$ cat src/rtl/shift_add_multiplier_if.sv
// Operand/result handshake bundle for shift_add_multiplier.
interface shift_add_multiplier_if #(
    parameter int WIDTH = 4
);
    logic               in_valid;
    logic               in_ready;
    logic [WIDTH-1:0]   a;
    logic [WIDTH-1:0]   b;
    logic               out_valid;
    logic               out_ready;
    logic [2*WIDTH-1:0] product;
    logic               busy;

    modport slave (
        input  in_valid, a, b, out_ready,
        output in_ready, out_valid, product, busy
    );

    modport master (
        output in_valid, a, b, out_ready,
        input  in_ready, out_valid, product, busy
    );
endinterface

$ cat src/rtl/shift_add_multiplier.sv
// Unsigned sequential shift-and-add multiplier, one partial product per cycle.
// Optional SHIFT_ADD_MULT_EARLY_EXIT_EN finishes as soon as the remaining multiplier bits are zero.
module shift_add_multiplier #(
    parameter  int WIDTH = 4,
    localparam int CNT_W = $clog2(WIDTH) + 1
) (
    input logic                    clk,
    input logic                    rst_n,
    shift_add_multiplier_if.slave  bus
);
    typedef enum logic [1:0] {
        IDLE = 2'd0,
        RUN  = 2'd1,
        DONE = 2'd2
    } state_t;

    state_t             state;
    state_t             state_nxt;
    logic [2*WIDTH-1:0] acc;
    logic [2*WIDTH-1:0] acc_nxt;
    logic [2*WIDTH-1:0] mcand;
    logic [2*WIDTH-1:0] product_q;
    logic [WIDTH-1:0]   mplier;
    logic [CNT_W-1:0]   cnt;
    logic               last;

    always_comb acc_nxt = acc + (mplier[0] ? mcand : '0);

`ifdef SHIFT_ADD_MULT_EARLY_EXIT_EN
    // Stop once no set multiplier bits remain after this iteration.
    assign last = (mplier[WIDTH-1:1] == '0) || (cnt == CNT_W'(WIDTH - 1));
`else
    assign last = (cnt == CNT_W'(WIDTH - 1));
`endif

    always_ff @(posedge clk or negedge rst_n) begin
        if (!rst_n) state <= IDLE;
        else        state <= state_nxt;
    end

    always_comb begin
        state_nxt = state;
        case (state)
            IDLE:    if (bus.in_valid)  state_nxt = RUN;
            RUN:     if (last)          state_nxt = DONE;
            DONE:    if (bus.out_ready) state_nxt = IDLE;
            default:                    state_nxt = IDLE;
        endcase
    end

    always_comb begin
        bus.in_ready  = (state == IDLE);
        bus.out_valid = (state == DONE);
        bus.busy      = (state != IDLE);
        bus.product   = product_q;
    end

    always_ff @(posedge clk or negedge rst_n) begin
        if (!rst_n) begin
            acc       <= '0;
            mcand     <= '0;
            mplier    <= '0;
            cnt       <= '0;
            product_q <= '0;
        end else begin
            if (state == IDLE && bus.in_valid) begin
                mcand  <= {{WIDTH{1'b0}}, bus.a};
                mplier <= bus.b;
                acc    <= '0;
                cnt    <= '0;
            end else if (state == RUN) begin
                acc    <= acc_nxt;
                mcand  <= mcand << 1;
                mplier <= mplier >> 1;
                cnt    <= cnt + CNT_W'(1);
                // Result register only moves on DONE entry, so it holds across IDLE.
                if (last) product_q <= acc_nxt;
            end
        end
    end
endmodule

$ cat src/flat_wrapper.sv
// flat-port wrapper written by rule: the top's interface ports become plain ports
module shift_add_multiplier_flat 
#(
    parameter  int WIDTH = 4,
    localparam int CNT_W = $clog2(WIDTH) + 1
)
  (clk, rst_n, bus_in_valid, bus_a, bus_b, bus_out_ready, bus_in_ready, bus_out_valid, bus_product, bus_busy);
  shift_add_multiplier_if #(.WIDTH(WIDTH)) bus_i ();
  input logic clk;
  input logic rst_n;
  input wire logic [$bits(bus_i.in_valid)-1:0] bus_in_valid;
  input wire logic [$bits(bus_i.a)-1:0] bus_a;
  input wire logic [$bits(bus_i.b)-1:0] bus_b;
  input wire logic [$bits(bus_i.out_ready)-1:0] bus_out_ready;
  output wire logic [$bits(bus_i.in_ready)-1:0] bus_in_ready;
  output wire logic [$bits(bus_i.out_valid)-1:0] bus_out_valid;
  output wire logic [$bits(bus_i.product)-1:0] bus_product;
  output wire logic [$bits(bus_i.busy)-1:0] bus_busy;
  assign bus_i.in_valid = bus_in_valid;
  assign bus_i.a = bus_a;
  assign bus_i.b = bus_b;
  assign bus_i.out_ready = bus_out_ready;
  assign bus_in_ready = bus_i.in_ready;
  assign bus_out_valid = bus_i.out_valid;
  assign bus_product = bus_i.product;
  assign bus_busy = bus_i.busy;
  shift_add_multiplier #(.WIDTH(WIDTH)) u_core (.clk(clk), .rst_n(rst_n), .bus(bus_i));
endmodule
$ cat config.mk
export PLATFORM = sky130hd
export DESIGN_NAME = shift_add_multiplier_flat
export DESIGN_NICKNAME = d
export VERILOG_FILES = /design/src/rtl/shift_add_multiplier_if.sv /design/src/rtl/shift_add_multiplier.sv /design/src/flat_wrapper.sv
export SDC_FILE = /design/constraint.sdc
export NUM_CORES = 1
export LEC_CHECK = 0
export ABC_AREA = 1
export CAP_MARGIN = 15
export CORE_MARGIN = 2
export CORE_UTILIZATION = 56
export CTS_BUF_LIST = sky130_fd_sc_hd__clkbuf_8
export CTS_CLUSTER_SIZE = 8
export DETAILED_ROUTE_END_ITERATION = 8
export HOLD_SLACK_MARGIN = 0.02
export PLACE_DENSITY = 0.82
export SYNTH_ARGS = -nofsm -noshare
export SYNTH_HDL_FRONTEND = slang
export SYNTH_SLANG_ARGS = --single-unit
$ cat constraint.sdc
create_clock -name clk -period 2.1 [get_ports clk]
set_input_delay 0.42 -clock clk [delete_from_list [all_inputs] [get_ports clk]]
set_output_delay 0.42 -clock clk [all_outputs]
set_load 0.1 [all_outputs]
== Yosys cells after proc, flatten, opt, wreduce, memory -nomap -nowiden ==
Cells that the tools add are included.

* Word-level logic and storage cells: 34
* Register bits: 33

* $add $sub $neg: 2
* Eq/ne operators: 6
* Bitwise operators: 1
* Mux-type cells: 13
* Reduce and logical (&&, ||, !) cells: 6

{| class="wikitable"
|+ Operators by type and width
! kind !! count
|-
| $mux W8 || 5
|-
| $add A8 B8 Y8 || 1
|-
| $mux W4 || 2
|-
| $mux W2 || 3
|-
| $mux W3 || 2
|-
| $pmux W2 S3 || 1
|-
| $reduce_and A3 Y1 || 2
|-
| $ne A2 B2 Y1 const B || 2
|-
| $reduce_bool A2 Y1 || 2
|-
| $add A3 B1 Y3 const B || 1
|-
| $eq A3 B2 Y1 const B || 1
|-
| $eq A2 B1 Y1 const B || 1
|-
| $eq A2 B2 Y1 const B || 1
|-
| $logic_not A2 Y1 || 1
|-
| $ne A2 B1 Y1 const B || 1
|-
| $logic_and A1 B1 Y1 || 1
|-
| $not A1 Y1 || 1
|}

== Logic depth before layout (Yosys ltp) ==
* Depth after elaboration: 4
* Depth in mapped cells: 14

== Worst setup path after synthesis ==
No wires, ideal clock.

* Kind: register to output
* From: register u_core.state[0]
* To: output bus_busy
* Stages on the path, launching flop included: 3
* Data required time: 1,680 ps
* Data arrival time: 1,980 ps
* Path buffers: 0
* Setup slack: -300 ps
* Cell sequence: dfrtp_1 -> nor2_2 -> inv_1

* Cells in the longest elaborated chain, start to end: 1

{| class="wikitable"
|+ Ends and longest elaborated chain
! element !! RTL line !! text
|-
| start: declaration || shift_add_multiplier.sv:17 || <nowiki>state_t state;</nowiki>
|-
| start signal: assignment || shift_add_multiplier.sv:38 || <nowiki>else state <= state_nxt;</nowiki>
|-
| $reduce_bool A2 Y1 || shift_add_multiplier.sv:54 || <nowiki>bus.busy = (state != IDLE);</nowiki>
|-
| end: declaration || flat_wrapper.sv:18 || <nowiki>output wire logic [$bits(bus_i.busy)-1:0] bus_busy;</nowiki>
|}

No other way between the ends.

== Worst setup path in the final report ==
* From: register u_core.mplier[0]
* To: register u_core.acc[6]

* Cells in the longest elaborated chain, start to end: 4

{| class="wikitable"
|+ Ends and longest elaborated chain
! element !! RTL line !! text
|-
| start: declaration || shift_add_multiplier.sv:23 || <nowiki>logic [WIDTH-1:0] mplier;</nowiki>
|-
| start signal: assignment || shift_add_multiplier.sv:68 || <nowiki>mplier <= bus.b;</nowiki>
|-
| start signal: assignment || shift_add_multiplier.sv:74 || <nowiki>mplier <= mplier >> 1;</nowiki>
|-
| $mux W8 || shift_add_multiplier.sv:27 || <nowiki>always_comb acc_nxt = acc + (mplier[0] ? mcand : '0);</nowiki>
|-
| $add A8 B8 Y8 || shift_add_multiplier.sv:27 ||
|-
| $mux W8 || shift_add_multiplier.sv:71 || <nowiki>end else if (state == RUN) begin</nowiki>
|-
| $mux W8 || shift_add_multiplier.sv:66 || <nowiki>if (state == IDLE && bus.in_valid) begin</nowiki>
|-
| end signal: assignment || shift_add_multiplier.sv:72 || <nowiki>acc <= acc_nxt;</nowiki>
|-
| end: declaration || shift_add_multiplier.sv:19 || <nowiki>logic [2*WIDTH-1:0] acc;</nowiki>
|}

No other way between the ends. The select of a mux whose other input is x is not followed.
A chain may end at the register's enable or synchronous reset.

==> qor.csv <==
metric,value,unit
outcome,"finished, final reports clean",
coreArea,0.003003,mm^2
synth_fp_nets,227,
grt.overflow.total,0,
initial_utilization,57.71,%
yosys_warnings,0,
drtAntennaViolNets,0,
clk_latency,280,ps
fin_cells,265,
routed-wl-met3,111,um
viasPerCell,5.019,
fmax,0.5300,GHz
syn_avg_cell_area,8.453,um^2
end_kind,flip-flop,
drt_iter0_markers,43,
die_height,59.63,um
cts_setup_buffers,0,
rsz0062_at_grt,false,
final-max-slew-violation-count,0,
die_w,59.63,um
area_growth_syn_to_layout,20.36,%
cts-root-buf,clkbuf_8,
highest_layer,met4,
period_share,89.84,%
gp_congestion,0.7952,
tightestPinTransition,398.7,ps
final_cell_mix,"66 x nand2_1, 33 x dfrtp_1, 31 x inv_1, 15 x nand3_1, 11 x clkdlybuf4s50_1",
holdBufCountCts,0,
num-nets-final,253,
clk_pin_slew,60,ps
cap_violations,0,
cts_resized,0,
grt_pass1_wl,5271,um
cts_sinks,33,
final_common_cell,nand2_1,
portBuffers,22,
p_leak,1.147,nW
wl_per_cell,11.82,um
synth_xor_area_share,1.011,%
finalCriticalPeriod,1887,ps
synth_mux_area_share,0,%
slew_headroom,73.42,%
fin_worst_skew,5.564,ps
hold_viol,0,
antenna_cells,0,
synth-simple-area-share,23.90,%
cts_tree,built,
io_pins,23,
final_util,69.46,%
setup_viol,0,
drt-met1-wl,1514,um
ctsHtreeMaxLevel,2,
worst_hold_path_type,flip-flop to flip-flop,
post-route-drc-count,0,
drive_above_1_share,14.66,%
grt_max_degree,34,
clock_path_buffers,2,
dr.pass1.iters,4,
post-place-ws,263.7,ps
start_kind,flip-flop,
antenna_found_initial,0,
synth-seq-cells,33,
vdd_drop_max,0.0008411,V
die_area,0.003556,mm^2
wirelength,3131,um
yosysSeqAreaShare,47.65,%
ys_types,31,
synth_compound_area_share,10.11,%
post-dp-hpwl,2352,um
dp.cells,257,
vias,1330,
setup_ws,213.3,ps
grt_pass1_vias,1219,
required,2270,ps
cts_buffers,5,
dr_wl_met2,1449,um
setup_tns,0,ps
synthesis.area,0.001733,mm^2
placementRows,20,
synth_top_family_by_area,simple AND/OR/NAND/NOR gates,
track_usage,20.24,%
power_density,1724,mW/mm^2
path_class,flip-flop to flip-flop,
crit_fanout,9,
synth_fa_ha_area_share,7.653,%
cp.arrival,2060,ps
syn_inst,205,
## registers in the layout (all words and copies together) (netlist names)
| signal | count |
|---|---|
| u_core.mcand | 8 |
| u_core.mplier | 4 |
| u_core.acc | 8 |
| u_core.bus.product | 8 |
| u_core.state | 2 |
| u_core.cnt | 3 |
## cells by family after synthesis
| kind of cell | count (synthesis) |
|---|---|
| flops | 33 |
| xor+xnor | 2 |
| fa+ha+maj | 10 |
| buf+inv | 39 |
| compound gates | 25 |
| simple gates | 96 |
## critical path, stage by stage (launching register included)
cell and delay [ps]:
dfrtp_1 470, nand2_1 80, inv_1 60, ha_1 160, inv_1 60, fa_1 390
inv_1 70, nand2_1 40, nand2_1 80, nand3b_1 100, nand2_1 70, nand2_1 60
nand3_1 80, nand2_1 50
## cells in the mapped netlist
cell type / number / area share [%]
inv_1: 31 / 6.7
nor2_1: 5 / 1.1
nand2_1: 66 / 14
nor2_4: 1 / 0.65
o21ai_0: 4 / 1.2
o31ai_1: 1 / 0.43
nand2_2: 2 / 0.72
a22oi_1: 1 / 0.43
o21ai_1: 1 / 0.29
inv_2: 3 / 0.65
fa_1: 1 / 1.2
buf_2: 2 / 0.58
nand3_1: 15 / 4.3
buf_6: 2 / 1.3
o211ai_1: 1 / 0.43
a21o_1: 1 / 0.43
o211ai_2: 1 / 0.72
dfrtp_1: 33 / 48
a22o_1: 1 / 0.51
or2_2: 1 / 0.36
o21ai_2: 3 / 1.5
nand3b_1: 2 / 0.87
o22ai_1: 5 / 1.8
buf_4: 1 / 0.43
ha_1: 9 / 6.5
o221ai_1: 3 / 1.5
a21oi_1: 3 / 0.87
and2_4: 1 / 0.51
xor2_1: 2 / 1.0
or2_1: 2 / 0.72
nor2_2: 1 / 0.36
## report_power, final
part	switching [mW]	total [mW]	internal, mW	leakage [nW]
clock network	0.212	0.508	0.296	0.0542
logic	1.41	2.03	0.615	0.666
registers	0.166	1.06	0.895	0.427
## layout make-up
cell class / count / area (um^2)
inverter: 34 / 127.6
tap: 33 / 41.29
sequential: 33 / 825.8
fill: 251 / 917.1
timing repair buffer: 24 / 245.2
multi-input combinational: 133 / 744.5
clock buffer: 7 / 96.34
clock inverter: 1 / 5.005
## through the flow
step / power (mW) / area, um^2 / hold WS (ps)
2_1_floorplan: 2.648 / 1738 / 124.4
3_3_place_gp: 3.068 / 1984 / 458.3
3_5_place_dp: 3.104 / 1984 / 463.9
4_1_cts: 3.626 / 2086 / 480.6
5_1_grt: 3.842 / 2086 / 497.3
6_report: 3.596 / 2086 / 477.0
## routing by layer
layer / vias up / GRT usage (%)
li1: 700 / -
met1: 600 / 25.46
met2: 25 / 32.97
met3: 5 / 5.895
met4: 0 / 7.619
met5: - / 0
## worst paths after layout
| check | start | end | slack (ps) | cells after the start |
|---|---|---|---|---|
| worst min-delay path | u_core.bus.product[3]$_DFFE_PN0P_ | u_core.bus.product[3]$_DFFE_PN0P_ | 480 | 2 |
| worst min register to register | u_core.bus.product[3]$_DFFE_PN0P_ | u_core.bus.product[3]$_DFFE_PN0P_ | 480 | 2 |
| worst max register to register | u_core.mplier[0]$_DFFE_PN0P_ | u_core.acc[6]$_DFFE_PN0P_ | 210 | 13 |
| worst max-delay path | u_core.mplier[0]$_DFFE_PN0P_ | u_core.acc[6]$_DFFE_PN0P_ | 210 | 13 |
| min in group asynchronous | rst_n | u_core.bus.product[0]$_DFFE_PN0P_ | 540 | 2 |
| max in group asynchronous | rst_n | u_core.mcand[2]$_DFFE_PN0P_ | 1260 | 2 |
Power figures use the tool's default switching activity.
